===== src/rtl/srt_div_sched.sv =====
`default_nettype none
// ============================================================================
//  Module   : srt_div_sched
//  Purpose  : Round-robin scheduler sharing one 8-bit SRT divider among
//             NREQ requesters; traps divide-by-zero and divider hang, and
//             returns a tagged result over a valid/ready handshake.
//  Revision : 1.0  initial release
// ============================================================================
module srt_div_sched #(
  parameter int  NREQ    = 4,
  parameter int  TIMEOUT = 16,
  localparam int IDW     = $clog2(NREQ)
) (
  input  logic              clk,
  input  logic              reset,
  input  logic [NREQ-1:0]   req,
  input  logic [8*NREQ-1:0] req_n,
  input  logic [8*NREQ-1:0] req_d,
  output logic [NREQ-1:0]   gnt,
  output logic              div_resetn,
  output logic              div_start,
  output logic [7:0]        div_n,
  output logic [7:0]        div_d,
  input  logic              div_done,
  input  logic [7:0]        div_q,
  input  logic [7:0]        div_r,
  output logic              resp_valid,
  input  logic              resp_ready,
  output logic [IDW-1:0]    resp_id,
  output logic [7:0]        resp_q,
  output logic [7:0]        resp_r,
  output logic [1:0]        resp_err,
  output logic              busy
);

  localparam int CW = $clog2(TIMEOUT);

  localparam logic [2:0] c_S_IDLE   = 3'd0;
  localparam logic [2:0] c_S_CLR    = 3'd1;
  localparam logic [2:0] c_S_LAUNCH = 3'd2;
  localparam logic [2:0] c_S_WAIT   = 3'd3;
  localparam logic [2:0] c_S_RESP   = 3'd4;

  localparam logic [1:0] c_ERR_OK  = 2'b00;
  localparam logic [1:0] c_ERR_DZ  = 2'b01;
  localparam logic [1:0] c_ERR_TMO = 2'b10;

  localparam logic [CW-1:0] c_CNT_LAST = CW'(TIMEOUT - 1);
  localparam logic [IDW:0]  c_NREQ     = (IDW + 1)'(NREQ);

  logic [2:0]      r_state;
  logic [IDW-1:0]  r_rr_ptr;
  logic [CW-1:0]   r_cnt;
  logic [NREQ-1:0] r_gnt;
  logic            r_div_resetn;
  logic            r_div_start;
  logic [7:0]      r_div_n;
  logic [7:0]      r_div_d;
  logic            r_resp_valid;
  logic [IDW-1:0]  r_resp_id;
  logic [7:0]      r_resp_q;
  logic [7:0]      r_resp_r;
  logic [1:0]      r_resp_err;
  logic            r_busy;

  logic            w_any;
  logic [IDW-1:0]  w_win;
  logic [IDW:0]    w_sum;
  logic [IDW:0]    w_ptr_inc;
  logic [IDW-1:0]  w_ptr_nxt;
  logic [NREQ-1:0] w_gnt_oh;
  logic [7:0]      w_op_n;
  logic [7:0]      w_op_d;

  // Round-robin search: first requesting index at or after r_rr_ptr, wrapping.
  always_comb begin
    w_any = 1'b0;
    w_win = '0;
    w_sum = '0;
    for (int k = 0; k < NREQ; k++) begin
      w_sum = {1'b0, r_rr_ptr} + (IDW + 1)'(k);
      if (w_sum >= c_NREQ) begin
        w_sum = w_sum - c_NREQ;
      end
      if (!w_any && req[w_sum[IDW-1:0]]) begin
        w_any = 1'b1;
        w_win = w_sum[IDW-1:0];
      end
    end
  end

  assign w_ptr_inc = {1'b0, w_win} + (IDW + 1)'(1);
  assign w_ptr_nxt = (w_ptr_inc >= c_NREQ) ? '0 : w_ptr_inc[IDW-1:0];
  assign w_gnt_oh  = {{(NREQ-1){1'b0}}, 1'b1} << w_win;

  // Select the winner's operand pair out of the packed request buses.
  always_comb begin
    w_op_n = 8'h00;
    w_op_d = 8'h00;
    for (int k = 0; k < NREQ; k++) begin
      if (w_win == IDW'(k)) begin
        w_op_n = req_n[8*k +: 8];
        w_op_d = req_d[8*k +: 8];
      end
    end
  end

  // Scheduler FSM; every output is a register updated here.
  always_ff @(posedge clk) begin
    if (reset) begin
      r_state      <= c_S_IDLE;
      r_rr_ptr     <= '0;
      r_cnt        <= '0;
      r_gnt        <= '0;
      r_div_resetn <= 1'b0;
      r_div_start  <= 1'b0;
      r_div_n      <= 8'h00;
      r_div_d      <= 8'h00;
      r_resp_valid <= 1'b0;
      r_resp_id    <= '0;
      r_resp_q     <= 8'h00;
      r_resp_r     <= 8'h00;
      r_resp_err   <= c_ERR_OK;
      r_busy       <= 1'b0;
    end else begin
      // gnt and div_start are single-cycle pulses
      r_gnt       <= '0;
      r_div_start <= 1'b0;
      case (r_state)
        c_S_IDLE: begin
          r_div_resetn <= 1'b1;
          if (r_gnt != '0) begin
            // Grant cycle: operands already latched, decide the path.
            r_busy <= 1'b1;
            if (r_div_d == 8'h00) begin
              r_resp_q     <= 8'hFF;
              r_resp_r     <= r_div_n;
              r_resp_err   <= c_ERR_DZ;
              r_resp_valid <= 1'b1;
              r_state      <= c_S_RESP;
            end else begin
              r_div_resetn <= 1'b0;
              r_state      <= c_S_CLR;
            end
          end else if (w_any) begin
            r_gnt     <= w_gnt_oh;
            r_div_n   <= w_op_n;
            r_div_d   <= w_op_d;
            r_resp_id <= w_win;
            r_rr_ptr  <= w_ptr_nxt;
          end
        end
        c_S_CLR: begin
          r_div_resetn <= 1'b1;
          r_div_start  <= 1'b1;
          r_cnt        <= '0;
          r_state      <= c_S_LAUNCH;
        end
        c_S_LAUNCH: begin
          r_state <= c_S_WAIT;
        end
        c_S_WAIT: begin
          if (div_done) begin
            // A result arriving on the last allowed cycle still wins.
            r_resp_q     <= div_q;
            r_resp_r     <= div_r;
            r_resp_err   <= c_ERR_OK;
            r_resp_valid <= 1'b1;
            r_state      <= c_S_RESP;
          end else if (r_cnt == c_CNT_LAST) begin
            // Divider hung: report and pulse its reset so it is reusable.
            r_resp_q     <= 8'h00;
            r_resp_r     <= 8'h00;
            r_resp_err   <= c_ERR_TMO;
            r_div_resetn <= 1'b0;
            r_resp_valid <= 1'b1;
            r_state      <= c_S_RESP;
          end else begin
            r_cnt <= r_cnt + CW'(1);
          end
        end
        c_S_RESP: begin
          r_div_resetn <= 1'b1;
          if (resp_ready) begin
            r_resp_valid <= 1'b0;
            r_busy       <= 1'b0;
            r_state      <= c_S_IDLE;
          end
        end
        default: begin
          r_resp_valid <= 1'b0;
          r_busy       <= 1'b0;
          r_state      <= c_S_IDLE;
        end
      endcase
    end
  end

  assign gnt        = r_gnt;
  assign div_resetn = r_div_resetn;
  assign div_start  = r_div_start;
  assign div_n      = r_div_n;
  assign div_d      = r_div_d;
  assign resp_valid = r_resp_valid;
  assign resp_id    = r_resp_id;
  assign resp_q     = r_resp_q;
  assign resp_r     = r_resp_r;
  assign resp_err   = r_resp_err;
  assign busy       = r_busy;

endmodule
`default_nettype wire


===== config.mk =====
export PLATFORM = sky130hd
export DESIGN_NAME = srt_div_sched
export DESIGN_NICKNAME = d
export VERILOG_FILES = /design/src/rtl/srt_div_sched.sv
export SDC_FILE = /design/constraint.sdc
export NUM_CORES = 1
export LEC_CHECK = 0
export BUFFER_PORTS_ARGS = -buffer_cell sky130_fd_sc_hd__buf_2
export CORE_UTILIZATION = 51
export CTS_CLUSTER_SIZE = 10
export DETAILED_ROUTE_END_ITERATION = 16
export PLACE_DENSITY = 0.84
export SLEW_MARGIN = 25
export SYNTH_ARGS = -nofsm -noshare
export SYNTH_HDL_FRONTEND = slang
export SYNTH_SLANG_ARGS = --single-unit

===== constraint.sdc =====
create_clock -name clk -period 4.9 [get_ports clk]
set_clock_uncertainty 0.1 [all_clocks]
set_input_delay 0.735 -clock clk [delete_from_list [all_inputs] [get_ports clk]]
set_output_delay 0.735 -clock clk [all_outputs]
set_load 0.01 [all_outputs]

Word-level counts from Yosys, hierarchy flattened:

Cells that the tools add are included.

* flip-flop bits (word level): 53
* input port bits: 88
* output and inout port bits: 44
* word-level logic and storage cells: 143

* add/sub/neg operators: 9
* magnitude comparators: 9
* equal/unequal tests: 15
* shift-type cells: 1
* multiplexer cells: 66
* bitwise gates (word level): 5
* reductions and logical operators: 24

Operators with widths (number)
* two-way mux 8 bit: 15
* one-hot mux 8 bit (2 select lines): 2
* two-way mux 2 bit: 13
* two-way mux 1 bit: 19
* two-way mux 3 bit: 5
* one-hot mux 3 bit (5 select lines): 1
* AND reduction 3 bit: 5
* greater-or-equal comparator 3 bit, second input constant: 4
* < comparator 2 x 3 -> 1 bit, second input constant: 4
* != test 2 bit, second input constant: 6
* binary-select mux 1 bit (select 2 bit): 4
* zero test 8 bit: 1
* two-way mux 4 bit: 2
* one-hot mux 4 bit (2 select lines): 1
* subtractor 2 x 1 -> 2 bit, second input constant: 4
* adder 2 x 1 -> 3 bit, second input constant: 2
* adder 2 x 2 -> 3 bit, second input constant: 2
* == test 3 x 2 -> 1 bit, second input constant: 2
* one-hot mux 1 bit (3 select lines): 2
* inverter 1 bit: 5
* AND reduction 5 bit: 1
* adder 4 x 1 -> 4 bit, second input constant: 1
* == test 2 bit, second input constant: 2
* == test 4 bit, second input constant: 1
* other kinds (19): 25

Logic depth before layout (Yosys ltp):

Gate-level depths: netlist of run 1.

* word-level depth: 19
* gate-level depth with buffers: 10
* mapped depth without buffers: 9

Worst setup path before layout of run 1:

OpenSTA, ideal clock, no wires.

* path type: input to register
* from: in req[2]
* to: reg r_div_d[6], in the netlist div_d[6]
* library setup time: 78 ps
* data arrival time: 2612 ps
* data required time: 4722 ps
* slack: 2110 ps
* stages on the path: 10
* buffers on the path: 1
* path through: nor2b_1 > a21o_1 > a211o_1 > inv_1 > ha_1 > buf_1 > a21oi_1 > a221oi_1 > a211oi_2 > nor3_1

* cells in the longest elaborated chain, start to end: 17
* elaborated cells between the ends (all ways): 31
* those cells by class: eq/ne (3); mux (20); reduce/logical (8)

Ends and longest elaborated chain
* start: declaration: RTL line 16 `input logic [NREQ-1:0] req,`
* binary-select mux 1 bit (select 2 bit): RTL line 85 `if (!w_any && req[w_sum[IDW-1:0]]) begin`
* two-way mux 1 bit (implied by the code): RTL line 85
* two-way mux 1 bit: RTL line 85
* zero test 1 bit: RTL line 85
* logical AND 1 bit: RTL line 85
* two-way mux 1 bit: RTL line 85
* zero test 1 bit: RTL line 85
* logical AND 1 bit: RTL line 85
* two-way mux 1 bit: RTL line 85
* zero test 1 bit: RTL line 85
* logical AND 1 bit: RTL line 85
* two-way mux 2 bit *: RTL line 85
* named net w_win[0]: RTL line 67 `logic [IDW-1:0] w_win;`
* zero test 2 bit: RTL line 101 `if (w_win == IDW'(k)) begin`
* two-way mux 8 bit (3 in a row): RTL line 101
* two-way mux 8 bit *: RTL line 101
* end signal: assignment: RTL line 148 `r_div_d <= w_op_d;`
* end: declaration: RTL line 58 `logic [7:0] r_div_d;`

Mark *: on every way through the listed nets, which the timed path passes. The rest lies on a longest branch. The select of a mux whose other input is x is not followed.
A chain may end at the register's enable or synchronous reset.

Worst setup path in the final report of run 1:

* from: in req[1]
* to: reg r_div_n[7], in the netlist div_n[7]

* cells in the longest elaborated chain, start to end: 17
* elaborated cells between the ends (all ways): 31
* those cells by class: eq/ne (3); mux (20); reduce/logical (8)

Ends and longest elaborated chain
* binary-select mux 1 bit (select 2 bit): RTL line 85
* two-way mux 1 bit (implied by the code): RTL line 85
* two-way mux 1 bit: RTL line 85
* zero test 1 bit: RTL line 85
* logical AND 1 bit: RTL line 85
* two-way mux 1 bit: RTL line 85
* zero test 1 bit: RTL line 85
* logical AND 1 bit: RTL line 85
* two-way mux 1 bit: RTL line 85
* zero test 1 bit: RTL line 85
* logical AND 1 bit: RTL line 85
* two-way mux 2 bit: RTL line 85
* zero test 2 bit: RTL line 101
* two-way mux 8 bit (4 in a row): RTL line 101
* end signal: assignment: RTL line 147 `r_div_n <= w_op_n;`
* end: declaration: RTL line 57 `logic [7:0] r_div_n;`

Parallel ways exist; a longest one is shown, timed or not. The select of a mux whose other input is x is not followed.

==> results of run 1 <==
## placed cells by master (no fill, tap or decap), types with 2 or more instances in the layout
master                     instances
sky130_fd_sc_hd__nor3_1           20
sky130_fd_sc_hd__a211oi_2         12
sky130_fd_sc_hd__a32oi_1           9
sky130_fd_sc_hd__buf_4             2
sky130_fd_sc_hd__or4b_2            2
sky130_fd_sc_hd__dfxtp_1          53
sky130_fd_sc_hd__nor2b_1           5
sky130_fd_sc_hd__nand2_1          17
sky130_fd_sc_hd__a221oi_1         24
sky130_fd_sc_hd__ha_2              2
sky130_fd_sc_hd__a21oi_1          26
sky130_fd_sc_hd__o31ai_1           2
sky130_fd_sc_hd__a21o_1            2
sky130_fd_sc_hd__buf_2           131
sky130_fd_sc_hd__nand2b_1          5
sky130_fd_sc_hd__ha_1              3
sky130_fd_sc_hd__nand3b_1         17
sky130_fd_sc_hd__and3_1            2
sky130_fd_sc_hd__nor4_1            7
sky130_fd_sc_hd__nor4_2            2
sky130_fd_sc_hd__a211oi_1          8
sky130_fd_sc_hd__o21ai_0          29
sky130_fd_sc_hd__inv_1            32
sky130_fd_sc_hd__nor2_1           21
sky130_fd_sc_hd__nand3_1           4
sky130_fd_sc_hd__clkbuf_8          5
sky130_fd_sc_hd__a31oi_1           3
## layout make-up
| type | instances | share of cell area |
|---|---|---|
| multi-input combinational | 240 | 0.4435 |
| sequential | 53 | 0.2929 |
| timing repair buffer | 133 | 0.1851 |
| inverter | 32 | 0.03316 |
| tap | 72 | 0.02487 |
| clock buffer | 5 | 0.01900 |
| clock inverter | 1 | 0.001382 |
## worst min-delay path: cells and delay by family (launching register included)
| family | cells | cell delay, ns |
|---|---|---|
| flip-flops | 1 | 0.32 |
| AND/OR/NAND/NOR | 1 | 0.05 |
| AO/OA/AOI/OAI | 1 | 0.05 |
## state kept, by name, summed over array words and instances (netlist names)
| signal | count |
|---|---|
| busy | 1 |
| div_d | 8 |
| div_n | 8 |
| div_resetn | 1 |
| div_start | 1 |
| gnt | 4 |
| r_cnt | 4 |
| r_rr_ptr | 2 |
| r_state | 3 |
| resp_err | 2 |
| resp_id | 2 |
| resp_q | 8 |
| resp_r | 8 |
| resp_valid | 1 |
## worst paths after layout
kind	slack, ns	from	to	depth (start not counted)
worst min-delay path	0.36	resp_id[1]	resp_id[1]	2
worst max register to register	1.91	r_rr_ptr[1]	div_n[7]	7
worst max-delay path	1.70	req[1]	div_n[7]	9
worst min register to register	0.36	resp_id[1]	resp_id[1]	2
## cells by family (layout without fill, tap and decap cells)
kind of cell | Yosys count | in the layout | share of synthesized area
xor+xnor | 1 | 1 | 0.003014
buf+inv | 62 | 171 | 0.08739
simple gates | 110 | 110 | 0.2105
flops | 53 | 53 | 0.3650
fa+ha+maj | 5 | 5 | 0.02152
compound gates | 124 | 124 | 0.3125
## Yosys cell counts (2+ instances only)
library cell and number:
sky130_fd_sc_hd__dfxtp_1 53, sky130_fd_sc_hd__inv_1 32, sky130_fd_sc_hd__o21ai_0 29, sky130_fd_sc_hd__a21oi_1 26
sky130_fd_sc_hd__a221oi_1 24, sky130_fd_sc_hd__clkbuf_1 22, sky130_fd_sc_hd__nor2_1 22, sky130_fd_sc_hd__nor3_1 20
sky130_fd_sc_hd__nand2_1 17, sky130_fd_sc_hd__nand3b_1 17, sky130_fd_sc_hd__a211oi_2 12, sky130_fd_sc_hd__a32oi_1 9
sky130_fd_sc_hd__a211oi_1 8, sky130_fd_sc_hd__nor4_1 7, sky130_fd_sc_hd__ha_1 5, sky130_fd_sc_hd__nand2b_1 5
sky130_fd_sc_hd__nor2b_1 5, sky130_fd_sc_hd__nand3_1 4, sky130_fd_sc_hd__a31oi_1 3, sky130_fd_sc_hd__buf_1 3
sky130_fd_sc_hd__a21o_1 2, sky130_fd_sc_hd__and3_1 2, sky130_fd_sc_hd__buf_6 2, sky130_fd_sc_hd__nor4_2 2
sky130_fd_sc_hd__o31ai_1 2, sky130_fd_sc_hd__or3_1 2, sky130_fd_sc_hd__or4b_2 2
## routing by layer
layer  share of wire  vias up  global-route usage
li1                -     1536                   -
met1            0.45     1416              0.3360
met2            0.48      156              0.4425
met3           0.062       11             0.03647
met4           0.013        0             0.07736
met5               0        -                   0
## stage by stage
step                worst slack [ns]  area, um2
finish                         1.704       3622
global route                   1.487       3622
CTS                            1.732       3616
detailed placement             1.423       3542
global placement               1.549       3533
floorplan                      2.110       2907
## power groups by stage
stage | clock network, W | registers (W) | logic, W
after floorplan | 0 | 0.000673 | 0.000785
after global placement | 0 | 0.000650 | 0.00104
after detailed placement | 0 | 0.000657 | 0.00106
after CTS | 0.000232 | 0.000647 | 0.00107
after global routing | 0.000253 | 0.000665 | 0.00120
final | 0.000229 | 0.000649 | 0.00108
==> metrics.txt, run 1 <==
# TYPE chip_impl_metric gauge
chip_impl_metric{name="pin_slew_with_the_least_headroom_to_its_limit",unit="ns"} 0.8766
chip_impl_metric{name="synth_async_sr_flop_share",unit=""} 0
chip_impl_metric{name="antenna_cells",unit=""} 0
chip_impl_metric{name="effective_utilization_at_floorplan",unit=""} 0.5278
chip_impl_metric{name="initial_antenna_violation_count",unit=""} 0
chip_impl_info{name="cts_tree",value="yes"} 1
chip_impl_metric{name="timing_max_transition_violations_final",unit=""} 0
chip_impl_metric{name="drv_cap",unit=""} 0
chip_impl_info{name="crit_slowest_cell",value="sky130_fd_sc_hd__ha_1"} 1
chip_impl_metric{name="num_io_pins",unit=""} 132
chip_impl_metric{name="post_cts_setup_buffer_count",unit=""} 0
chip_impl_metric{name="cellInternalPower",unit="W"} 0.001083
chip_impl_metric{name="first_global_vias",unit=""} 2720
chip_impl_metric{name="worst_setup_hold_path_clk_slew",unit="ns"} 0.09
chip_impl_metric{name="final_core_utilization",unit=""} 0.6578
chip_impl_info{name="grt_setup_unrepaired",value="false"} 1
chip_impl_metric{name="area.sequential",unit="um2"} 1061
chip_impl_metric{name="drc_marker_count_from_the_first_detailed_route_iteration",unit=""} 210
chip_impl_metric{name="area_taken_by_multi_input_logic_gates",unit="um2"} 1607
chip_impl_metric{name="vdd_drop_max",unit="mV"} 0.2651
chip_impl_info{name="critical_path.top_delay_family",value="compound AO/OA/AOI/OAI gates"} 1
chip_impl_metric{name="clock_buffer_depth",unit=""} 2
chip_impl_metric{name="post_route_cells_drive_above_1_share",unit=""} 0.3491
chip_impl_metric{name="final.hold.worst_slack",unit="ns"} 0.3625
chip_impl_metric{name="layout.filler_cells",unit=""} 466
chip_impl_info{name="synthDominantAreaCellType",value="sky130_fd_sc_hd__dfxtp_1"} 1
chip_impl_metric{name="p_comb_frac",unit=""} 0.551
chip_impl_info{name="ys_dominant_reg_cell",value="sky130_fd_sc_hd__dfxtp_1"} 1
chip_impl_metric{name="remaining_global_route_overflow",unit=""} 0
chip_impl_metric{name="fin_total_pwr",unit="W"} 0.001956
chip_impl_metric{name="cp.arrival",unit="ns"} 3.32
chip_impl_info{name="critical_path_class",value="in2reg"} 1
chip_impl_info{name="failed_checks",value="design-rule violations"} 1
chip_impl_metric{name="cellPowerDensity",unit="nW/um2"} 540.0
chip_impl_metric{name="finalWirelength",unit="mm"} 7.891
chip_impl_metric{name="cts.hold.buffers_added",unit=""} 0
chip_impl_metric{name="synthesis.area",unit="um2"} 2907
chip_impl_metric{name="power.share.switching",unit=""} 0.4462
chip_impl_metric{name="synth_top_area_share",unit=""} 0.3650
chip_impl_metric{name="dpl.hpwl",unit="mm"} 5.644
chip_impl_info{name="crit_top_cell",value="sky130_fd_sc_hd__a21oi_1"} 1
chip_impl_metric{name="synth-seq-area-share",unit=""} 0.3650
chip_impl_metric{name="synth_enable_flop_cells",unit=""} 0
chip_impl_metric{name="final_hold_violating_endpoints",unit=""} 0
chip_impl_metric{name="timing.final.crit_share",unit=""} 0.6523
chip_impl_metric{name="groute.usage.overall",unit=""} 0.2587
chip_impl_metric{name="distinct_cells_synth",unit=""} 45
chip_impl_metric{name="syn_avg_cell_area",unit="um2"} 8.187
chip_impl_metric{name="switching_power",unit="W"} 0.0008728
chip_impl_metric{name="avgRoutedWirePerCell",unit="um"} 14.72
chip_impl_metric{name="dieArea",unit="um2"} 6005
chip_impl_info{name="worstHoldPathType",value="reg2reg"} 1
chip_impl_metric{name="post-route-min-period",unit="ns"} 3.196
chip_impl_metric{name="cts-buffers-inserted",unit=""} 5
chip_impl_metric{name="clk-insertion-delay-late",unit="ns"} 0.30
chip_impl_info{name="synth_top_area_cells",value="sky130_fd_sc_hd__dfxtp_1 (37%), sky130_fd_sc_hd__a221oi_1 (7.2%), sky130_fd_sc_hd__a211oi_2 (5.2%)"} 1
chip_impl_metric{name="accumulated_negative_setup_slack",unit="ns"} 0
chip_impl_metric{name="cts.htree.levels",unit=""} 2
chip_impl_metric{name="pwr-share-seq",unit=""} 0.332
chip_impl_metric{name="nNetsFinal",unit=""} 558
chip_impl_metric{name="setup_viol",unit=""} 0
chip_impl_metric{name="crit_path_max_incr_delay",unit="ns"} 0.87
chip_impl_info{name="clock-root-buffer",value="sky130_fd_sc_hd__clkbuf_8"} 1
chip_impl_metric{name="synth-seq-cells",unit=""} 53
chip_impl_metric{name="wire_length_of_the_first_global_routing_pass",unit="mm"} 12.55
chip_impl_metric{name="detail_route.first_pass.iterations",unit=""} 11
chip_impl_metric{name="dp_cells",unit=""} 530
chip_impl_metric{name="post_cts.resized_instances",unit=""} 0
chip_impl_metric{name="worstPathBufferInverterCount",unit=""} 1
chip_impl_metric{name="slew_headroom",unit=""} 0.4156
chip_impl_info{name="endpoint_kind",value="flip-flop"} 1
chip_impl_metric{name="die_y",unit="um"} 77.49
chip_impl_metric{name="clock_sinks",unit=""} 53
chip_impl_metric{name="grt_start_max_net_pins",unit=""} 47
chip_impl_metric{name="numPortBuffers",unit=""} 131
chip_impl_metric{name="share_clk_of_total_power",unit=""} 0.117
chip_impl_metric{name="rows",unit=""} 27
chip_impl_info{name="outcome",value="complete, but fails checks"} 1
chip_impl_metric{name="die-width",unit="um"} 77.49
chip_impl_metric{name="worstPathRequired",unit="ns"} 5.02
chip_impl_metric{name="routabilityCongestion",unit=""} 0.8568
chip_impl_metric{name="ant_nets",unit=""} 0
chip_impl_metric{name="flow.area_growth_from_synthesis",unit="%"} 24.62
chip_impl_metric{name="drt-vias-per-instance",unit=""} 5.819
chip_impl_metric{name="synth.yosys.warnings",unit=""} 0
chip_impl_metric{name="core_area",unit="um2"} 5507
chip_impl_metric{name="detailed_route_via_count",unit=""} 3119
chip_impl_metric{name="post_detailed_route_drc_marker_count",unit=""} 2
chip_impl_metric{name="synthCells",unit=""} 355
chip_impl_metric{name="max_freq",unit="MHz"} 312.8
chip_impl_info{name="crit_chain",value="buf_2 -> nand2b_1 -> a21oi_1 -> o31ai_1 -> ha_1 -> a21oi_1 -> a221oi_1 -> a211oi_2 -> nor3_1"} 1
chip_impl_metric{name="power.leakage",unit="nW"} 1.636
chip_impl_metric{name="mappedNetlistNets",unit=""} 448
chip_impl_metric{name="post_route_non_filler_standard_cell_count",unit=""} 536
chip_impl_info{name="critPathLaunchType",value="input pin"} 1
chip_impl_metric{name="timing.critical_path.fanout_max",unit=""} 32
Note: power is estimated with default switching activity, not from simulation.
==> inputs of run 2 (changes only) <==
--- a/config.mk
+++ b/config.mk
@@ -5,11 +5,12 @@
 export SDC_FILE = /design/constraint.sdc
 export NUM_CORES = 1
 export LEC_CHECK = 0
+export ABC_AREA = 1
 export BUFFER_PORTS_ARGS = -buffer_cell sky130_fd_sc_hd__buf_2
-export CORE_UTILIZATION = 51
+export CORE_UTILIZATION = 48
 export CTS_CLUSTER_SIZE = 10
 export DETAILED_ROUTE_END_ITERATION = 16
-export PLACE_DENSITY = 0.84
+export PLACE_DENSITY = 0.79
 export SLEW_MARGIN = 25
 export SYNTH_ARGS = -nofsm -noshare
 export SYNTH_HDL_FRONTEND = slang
==> constraint.sdc (replaced) <==
create_clock -name clk -period 3.15 [get_ports clk]
set_clock_uncertainty 0.1 [all_clocks]
set_input_delay 0.4725 -clock clk [delete_from_list [all_inputs] [get_ports clk]]
set_output_delay 0.4725 -clock clk [all_outputs]
set_load 0.01 [all_outputs]
==> metrics.txt, run 2 <==
# TYPE chip_impl_metric gauge
chip_impl_info{name="outcome",value="complete, no violations"} 1
chip_impl_metric{name="worst_setup_hold_path_clk_slew",unit="ns"} 0.11
chip_impl_metric{name="clock_buffer_depth",unit=""} 2
chip_impl_metric{name="synth-seq-area-share",unit=""} 0.3464
chip_impl_metric{name="die_y",unit="um"} 81.88
chip_impl_metric{name="distinct_cells_synth",unit=""} 35
chip_impl_info{name="clock-root-buffer",value="sky130_fd_sc_hd__clkbuf_8"} 1
chip_impl_metric{name="wire_length_of_the_first_global_routing_pass",unit="mm"} 12.69
chip_impl_metric{name="grt_start_max_net_pins",unit=""} 36
chip_impl_info{name="crit_slowest_cell",value="sky130_fd_sc_hd__dfxtp_2"} 1
chip_impl_metric{name="dp_cells",unit=""} 659
chip_impl_metric{name="initial_antenna_violation_count",unit=""} 0
chip_impl_metric{name="drt-vias-per-instance",unit=""} 5.027
chip_impl_metric{name="synth_fa_ha_area_frac",unit=""} 0.02042
chip_impl_info{name="synth_top_family_by_area",value="simple AND/OR/NAND/NOR gates"} 1
chip_impl_info{name="most-common-layout-cells",value="sky130_fd_sc_hd__nand2_1 (156), sky130_fd_sc_hd__buf_2 (131), sky130_fd_sc_hd__nor2_1 (58)"} 1
chip_impl_metric{name="post_synth_mux_area_share",unit=""} 0
chip_impl_metric{name="avgRoutedWirePerCell",unit="um"} 11.83
chip_impl_metric{name="groute.usage.overall",unit=""} 0.2383
chip_impl_info{name="synth_most_common_cell",value="sky130_fd_sc_hd__nand2_1"} 1
chip_impl_info{name="synth_top_area_cells",value="sky130_fd_sc_hd__dfxtp_1 (35%), sky130_fd_sc_hd__nand2_1 (19%), sky130_fd_sc_hd__nor2_1 (7.1%)"} 1
chip_impl_metric{name="synthesis.area",unit="um2"} 3063
chip_impl_metric{name="accumulated_negative_setup_slack",unit="ns"} 0
chip_impl_metric{name="num_io_pins",unit=""} 132
chip_impl_metric{name="setup_viol",unit=""} 0
chip_impl_info{name="critical_path.top_delay_family",value="simple AND/OR/NAND/NOR gates"} 1
chip_impl_metric{name="post_route_cells_drive_above_1_share",unit=""} 0.2956
chip_impl_metric{name="post-route-min-period",unit="ns"} 2.770
chip_impl_metric{name="crit_path_max_incr_delay",unit="ns"} 0.48
chip_impl_metric{name="first_global_vias",unit=""} 3019
chip_impl_metric{name="post_synthesis_compound_gate_area_fraction",unit=""} 0.1900
chip_impl_metric{name="synth_async_sr_flop_share",unit=""} 0
chip_impl_metric{name="dieArea",unit="um2"} 6704
chip_impl_info{name="endpoint_kind",value="flip-flop"} 1
chip_impl_metric{name="cp.arrival",unit="ns"} 2.91
chip_impl_metric{name="die-width",unit="um"} 81.88
chip_impl_metric{name="post_route_non_filler_standard_cell_count",unit=""} 667
chip_impl_metric{name="pin_slew_with_the_least_headroom_to_its_limit",unit="ns"} 0.7687
chip_impl_metric{name="final_hold_violating_endpoints",unit=""} 0
chip_impl_metric{name="ant_nets",unit=""} 0
chip_impl_metric{name="synth_top_area_share",unit=""} 0.3464
chip_impl_metric{name="numPortBuffers",unit=""} 131
chip_impl_metric{name="effective_utilization_at_floorplan",unit=""} 0.5083
chip_impl_info{name="critical_path_class",value="reg2reg"} 1
chip_impl_metric{name="cts.htree.levels",unit=""} 2
chip_impl_info{name="cts_tree",value="yes"} 1
chip_impl_metric{name="post_cts_setup_buffer_count",unit=""} 0
chip_impl_metric{name="fin_total_pwr",unit="W"} 0.004521
chip_impl_info{name="crit_chain",value="inv_6 -> nand2_2 -> nand3_1 -> nand2_1 -> inv_1 -> nand3_2 -> inv_1 -> nor2_4 -> inv_1 -> ha_4 -> inv_1 -> o21ai_0 -> nand2_1 -> o21ai_0 -> nand2_1 -> nand2_1 -> nor2_1"} 1
chip_impl_metric{name="nNetsFinal",unit=""} 684
chip_impl_metric{name="power.leakage",unit="nW"} 2.052
chip_impl_metric{name="synth-simple-area-share",unit=""} 0.3513
chip_impl_metric{name="syn_avg_cell_area",unit="um2"} 6.489
chip_impl_metric{name="detail_route.first_pass.iterations",unit=""} 6
chip_impl_metric{name="pre_cts_slack",unit="ns"} -0.06073
chip_impl_metric{name="clk-insertion-delay-late",unit="ns"} 0.31
chip_impl_metric{name="drv_cap",unit=""} 0
chip_impl_metric{name="final.hold.worst_slack",unit="ns"} 0.3102
chip_impl_info{name="synthDominantAreaCellType",value="sky130_fd_sc_hd__dfxtp_1"} 1
chip_impl_metric{name="worstPathBufferInverterCount",unit=""} 5
chip_impl_metric{name="remaining_global_route_overflow",unit=""} 0
chip_impl_metric{name="routabilityCongestion",unit=""} 0.9504
chip_impl_info{name="ys_dominant_reg_cell",value="sky130_fd_sc_hd__dfxtp_1"} 1
chip_impl_metric{name="synth_enable_flop_cells",unit=""} 0
chip_impl_metric{name="timing_max_transition_violations_final",unit=""} 0
chip_impl_metric{name="synth-seq-cells",unit=""} 53
chip_impl_metric{name="dpl.hpwl",unit="mm"} 6.104
chip_impl_info{name="grt_setup_unrepaired",value="false"} 1
chip_impl_metric{name="cellPowerDensity",unit="nW/um2"} 1186
chip_impl_metric{name="detailed_route_via_count",unit=""} 3353
chip_impl_metric{name="timing.final.crit_share",unit=""} 0.8793
chip_impl_metric{name="timing.critical_path.fanout_max",unit=""} 17
chip_impl_metric{name="worstPathRequired",unit="ns"} 3.29
chip_impl_metric{name="finalWorstSetupSlack",unit="ns"} 0.3802
chip_impl_metric{name="synth.yosys.warnings",unit=""} 0
chip_impl_metric{name="post_detailed_route_drc_marker_count",unit=""} 0
chip_impl_metric{name="cts.hold.buffers_added",unit=""} 0
chip_impl_metric{name="max_freq",unit="MHz"} 361.0
chip_impl_info{name="most_common_cell_after_layout_fill_and_taps_aside",value="sky130_fd_sc_hd__nand2_1"} 1
chip_impl_info{name="worstHoldPathType",value="in2reg"} 1
chip_impl_metric{name="core_area",unit="um2"} 6026
chip_impl_metric{name="mappedNetlistNets",unit=""} 565
chip_impl_metric{name="slew_headroom",unit=""} 0.4870
chip_impl_info{name="critPathLaunchType",value="flip-flop"} 1
chip_impl_metric{name="antenna_cells",unit=""} 0
chip_impl_metric{name="vdd_drop_max",unit="mV"} 0.7866
chip_impl_metric{name="cts-buffers-inserted",unit=""} 5
chip_impl_metric{name="synth-xor-area-share",unit=""} 0
chip_impl_metric{name="rows",unit=""} 28
chip_impl_metric{name="finalWirelength",unit="mm"} 7.892
chip_impl_info{name="yosys-top-cells-count",value="sky130_fd_sc_hd__nand2_1 (156), sky130_fd_sc_hd__nor2_1 (58), sky130_fd_sc_hd__dfxtp_1 (53)"} 1
chip_impl_metric{name="clock_sinks",unit=""} 53
chip_impl_metric{name="synthCells",unit=""} 472
chip_impl_metric{name="drc_marker_count_from_the_first_detailed_route_iteration",unit=""} 109
chip_impl_metric{name="flow.area_growth_from_synthesis",unit="%"} 24.43
==> run 2: cell count changes after synthesis, moves of 8 or more <==
cell	delta
sky130_fd_sc_hd__nor3_1	-19
sky130_fd_sc_hd__nand2_2	+11
sky130_fd_sc_hd__nand3_1	+8
sky130_fd_sc_hd__a32oi_1	-9
sky130_fd_sc_hd__a211oi_2	-11
sky130_fd_sc_hd__a22o_1	+8
sky130_fd_sc_hd__nand3b_1	-17
sky130_fd_sc_hd__nor2_1	+36
sky130_fd_sc_hd__clkbuf_1	-12
sky130_fd_sc_hd__nand2_1	+139
sky130_fd_sc_hd__a21oi_1	+12
sky130_fd_sc_hd__a221oi_1	-24
==> run 2: final timing paths <==
| check | start | cells after the start | endpoint | slack, ns |
|---|---|---|---|---|
| worst max-delay path | r_rr_ptr[0] | 17 | div_n[7] | 0.38 |
| worst min-delay path | div_q[7] | 3 | resp_q[7] | 0.31 |
| worst min register to register | resp_valid | 2 | resp_valid | 0.35 |
| worst max register to register | r_rr_ptr[0] | 17 | div_n[7] | 0.38 |
==> run 2: power by group <==
| part | leakage (nW) | internal (W) | switching [W] |
|---|---|---|---|
| logic | 1.57 | 0.00114 | 0.00196 |
| registers | 0.434 | 0.000884 | 0.000139 |
| clock network | 0.0487 | 0.000162 | 0.000232 |
| total | 2.05 | 0.00219 | 0.00233 |
==> run 2: layout make-up <==
class | instances | area (um2)
well taps | 75 | 93.84
clock inverters | 3 | 26.28
inverters | 35 | 141.4
fillers | 611 | 2215
multi-input cells | 361 | 1733
repair buffers | 135 | 685.7
clock buffers | 5 | 68.82
flip-flops and latches | 53 | 1062
==> run 2: logic make-up (layout without fill, tap and decap cells) <==
logic type,count (synthesis),after routing
buf+inv,58,178
compound gates,102,102
fa+ha+maj,5,5
flops,53,53
simple gates,254,254
==> run 2: repair_timing <==
| item | in CTS | in global routing |
|---|---|---|
| setup endpoints to repair | 16 | 16 |
| pin swaps | 0 | 0 |
| gates resized for setup | 1 | 2 |
==> run 2: tightest hold or removal path, stage by stage <==
cell	delay (ns)
sky130_fd_sc_hd__buf_2	0.10
sky130_fd_sc_hd__nand2_1	0.06
sky130_fd_sc_hd__a21oi_1	0.06
==> run 2: per-stage QoR <==
step	area, um2	util
after global routing	3811	0.6325
after detailed placement	3702	0.6144
final	3811	0.6325
after global placement	3702	0.6144
after floorplan	3063	-
after CTS	3800	0.6306
==> run 2: routing by layer <==
metal,vias up,share of wire,GRT usage
met5,-,0,0
met1,1457,0.44,0.2807
met3,17,0.059,0.04667
met2,126,0.48,0.4264
li1,1753,-,-
met4,0,0.021,0.08070
==> inputs of run 3 (changes only) <==
==> constraint.sdc (replaced) <==
create_clock -name clk -period 2.95 [get_ports clk]
set_clock_uncertainty 0.1 [all_clocks]
set_input_delay 0.4425 -clock clk [delete_from_list [all_inputs] [get_ports clk]]
set_output_delay 0.4425 -clock clk [all_outputs]
set_load 0.01 [all_outputs]
==> metrics.txt, run 3 (synthesized netlist as in run 2, its figures left out) <==
# TYPE chip_impl_metric gauge
chip_impl_metric{name="worstPathBufferInverterCount",unit=""} 3
chip_impl_metric{name="die-width",unit="um"} 81.88
chip_impl_metric{name="routabilityCongestion",unit=""} 1.031
chip_impl_metric{name="detailed_route_via_count",unit=""} 3341
chip_impl_metric{name="timing.critical_path.fanout_max",unit=""} 16
chip_impl_metric{name="die_y",unit="um"} 81.88
chip_impl_metric{name="drc_marker_count_from_the_first_detailed_route_iteration",unit=""} 163
chip_impl_metric{name="ant_nets",unit=""} 0
chip_impl_metric{name="worstPathRequired",unit="ns"} 3.06
chip_impl_info{name="endpoint_kind",value="flip-flop"} 1
chip_impl_info{name="crit_top_cell",value="sky130_fd_sc_hd__nand2_1"} 1
chip_impl_metric{name="cts-buffers-inserted",unit=""} 5
chip_impl_metric{name="crit_path_max_incr_delay",unit="ns"} 0.46
chip_impl_metric{name="worst_setup_hold_path_clk_slew",unit="ns"} 0.11
chip_impl_info{name="worst_hold_startpoint",value="div_done"} 1
chip_impl_info{name="critical_path.reg2reg.endpoint",value="div_n[1]"} 1
chip_impl_metric{name="post-route-min-period",unit="ns"} 2.632
chip_impl_info{name="clock-root-buffer",value="sky130_fd_sc_hd__clkbuf_8"} 1
chip_impl_info{name="cts_tree",value="yes"} 1
chip_impl_metric{name="post_detailed_route_drc_marker_count",unit=""} 0
chip_impl_metric{name="post_cts.resized_instances",unit=""} 0
chip_impl_metric{name="pre_cts_slack",unit="ns"} 0.2108
chip_impl_metric{name="antenna_cells",unit=""} 0
chip_impl_metric{name="slew_headroom",unit=""} 0.4801
chip_impl_metric{name="worstHoldPathCells",unit=""} 3
chip_impl_metric{name="nNetsFinal",unit=""} 686
chip_impl_metric{name="numPortBuffers",unit=""} 131
chip_impl_metric{name="rows",unit=""} 28
chip_impl_metric{name="remaining_global_route_overflow",unit=""} 0
chip_impl_metric{name="final_hold_violating_endpoints",unit=""} 0
chip_impl_metric{name="dpl.hpwl",unit="mm"} 6.064
chip_impl_metric{name="power.leakage",unit="nW"} 2.062
chip_impl_metric{name="drv_cap",unit=""} 0
chip_impl_metric{name="flow.area_growth_from_synthesis",unit="%"} 24.51
chip_impl_metric{name="vdd_drop_max",unit="mV"} 0.8164
chip_impl_metric{name="groute.usage.overall",unit=""} 0.2371
chip_impl_metric{name="cellPowerDensity",unit="nW/um2"} 1260
chip_impl_metric{name="post_route_cells_drive_above_1_share",unit=""} 0.2963
chip_impl_info{name="critical_path_class",value="reg2reg"} 1
chip_impl_metric{name="accumulated_negative_setup_slack",unit="ns"} 0
chip_impl_metric{name="timing_max_transition_violations_final",unit=""} 0
chip_impl_info{name="crit_slowest_cell",value="sky130_fd_sc_hd__dfxtp_1"} 1
chip_impl_info{name="most-common-layout-cells",value="sky130_fd_sc_hd__nand2_1 (156), sky130_fd_sc_hd__buf_2 (131), sky130_fd_sc_hd__nor2_1 (58)"} 1
chip_impl_metric{name="post_cts_setup_buffer_count",unit=""} 0
chip_impl_metric{name="finalWirelength",unit="mm"} 7.895
chip_impl_metric{name="area.sequential",unit="um2"} 1062
chip_impl_metric{name="grt_start_max_net_pins",unit=""} 36
chip_impl_metric{name="pin_slew_with_the_least_headroom_to_its_limit",unit="ns"} 0.7790
chip_impl_metric{name="dieArea",unit="um2"} 6704
chip_impl_metric{name="detail_route.first_pass.iterations",unit=""} 4
chip_impl_metric{name="cp.arrival",unit="ns"} 2.74
chip_impl_info{name="worstHoldEndpoint",value="resp_q[7]"} 1
chip_impl_info{name="outcome",value="complete, no violations"} 1
chip_impl_metric{name="max_freq",unit="MHz"} 380.0
chip_impl_metric{name="fin_total_pwr",unit="W"} 0.004805
chip_impl_metric{name="drt-vias-per-instance",unit=""} 4.994
chip_impl_metric{name="clock_sinks",unit=""} 53
chip_impl_metric{name="initial_antenna_violation_count",unit=""} 0
chip_impl_metric{name="clock_buffer_depth",unit=""} 2
chip_impl_info{name="crit_chain",value="inv_2 -> nand2_1 -> nand2_2 -> nand2_1 -> nand2_1 -> nand2_1 -> nand2_1 -> nand2_1 -> nand2_1 -> nor2_4 -> inv_1 -> ha_1 -> buf_4 -> a21oi_1 -> nand2_1 -> o21ai_1 -> nand2_1 -> o21ai_0 -> nand2_1 -> nand2_1 -> nor2_1"} 1
chip_impl_metric{name="dp_cells",unit=""} 661
chip_impl_metric{name="worst-r2r-setup-slack",unit="ns"} 0.32
chip_impl_metric{name="post_route_non_filler_standard_cell_count",unit=""} 669
chip_impl_metric{name="finalWorstSetupSlack",unit="ns"} 0.3183
chip_impl_metric{name="timing.final.crit_share",unit=""} 0.8921
chip_impl_metric{name="cts.hold.buffers_added",unit=""} 0
chip_impl_info{name="critPathLaunchType",value="flip-flop"} 1
chip_impl_metric{name="layout.filler_cells",unit=""} 571
chip_impl_metric{name="area_taken_by_multi_input_logic_gates",unit="um2"} 1720
chip_impl_info{name="most_common_cell_after_layout_fill_and_taps_aside",value="sky130_fd_sc_hd__nand2_1"} 1
chip_impl_metric{name="clk-insertion-delay-late",unit="ns"} 0.31
chip_impl_info{name="worstHoldPathType",value="in2reg"} 1
chip_impl_metric{name="avgRoutedWirePerCell",unit="um"} 11.80
chip_impl_metric{name="cts.htree.levels",unit=""} 2
chip_impl_metric{name="first_global_vias",unit=""} 2929
chip_impl_metric{name="num_io_pins",unit=""} 132
chip_impl_info{name="regToRegStartpoint",value="r_rr_ptr[1]"} 1
chip_impl_metric{name="reg2regPathDepth",unit=""} 21
chip_impl_metric{name="setup_viol",unit=""} 0
chip_impl_info{name="critical_path.top_delay_family",value="simple AND/OR/NAND/NOR gates"} 1
chip_impl_info{name="grt_setup_unrepaired",value="false"} 1
chip_impl_metric{name="effective_utilization_at_floorplan",unit=""} 0.5083
chip_impl_metric{name="core_area",unit="um2"} 6026
chip_impl_metric{name="wire_length_of_the_first_global_routing_pass",unit="mm"} 12.56
run 3: per-stage QoR:
step	utilization	hold WS, ns	area, um2
floorplan	-	0.3454	3063
global placement	0.6169	0.3346	3717
detailed placement	0.6169	0.3362	3717
CTS	0.6327	0.2698	3812
global route	0.6329	0.2816	3814
finish	0.6329	0.2721	3814
run 3: where the power goes:
part | leakage, nW | switching (W) | internal [W]
combinational | 1.58 | 0.00207 | 0.00121
sequential | 0.434 | 0.000151 | 0.000944
clock | 0.0487 | 0.000256 | 0.000174
run 3: area by class of cell:
cell class	count	share of cell area
Inverter	35	0.03707
Sequential cell	53	0.2785
Clock inverter	3	0.006890
Clock buffer	5	0.01804
Timing Repair Buffer	137	0.1837
Tap cell	75	0.02461
Multi-Input combinational cell	361	0.4511
run 3: metal layers:
metal	vias to the layer above	wire [um]	track usage
met5	-	0	0
met4	0	92	0.06842
met3	13	527	0.04111
met2	142	3731	0.4107
met1	1428	3544	0.2982
li1	1758	-	-
run 3: worst max-delay path by stage:
stage / from / cells after the start / to
2_1_floorplan: req[3] / 20 / div_n[6]
3_3_place_gp: req[3] / 19 / div_n[6]
3_5_place_dp: r_rr_ptr[0] / 19 / div_n[6]
4_1_cts: r_rr_ptr[0] / 19 / div_n[6]
5_1_grt: r_rr_ptr[1] / 17 / div_d[2]
6_report: r_rr_ptr[1] / 21 / div_n[1]
run 3: worst min-delay path: stages:
cell	delay, ns
sky130_fd_sc_hd__buf_2	0.10
sky130_fd_sc_hd__nand2_1	0.05
sky130_fd_sc_hd__a21oi_1	0.05
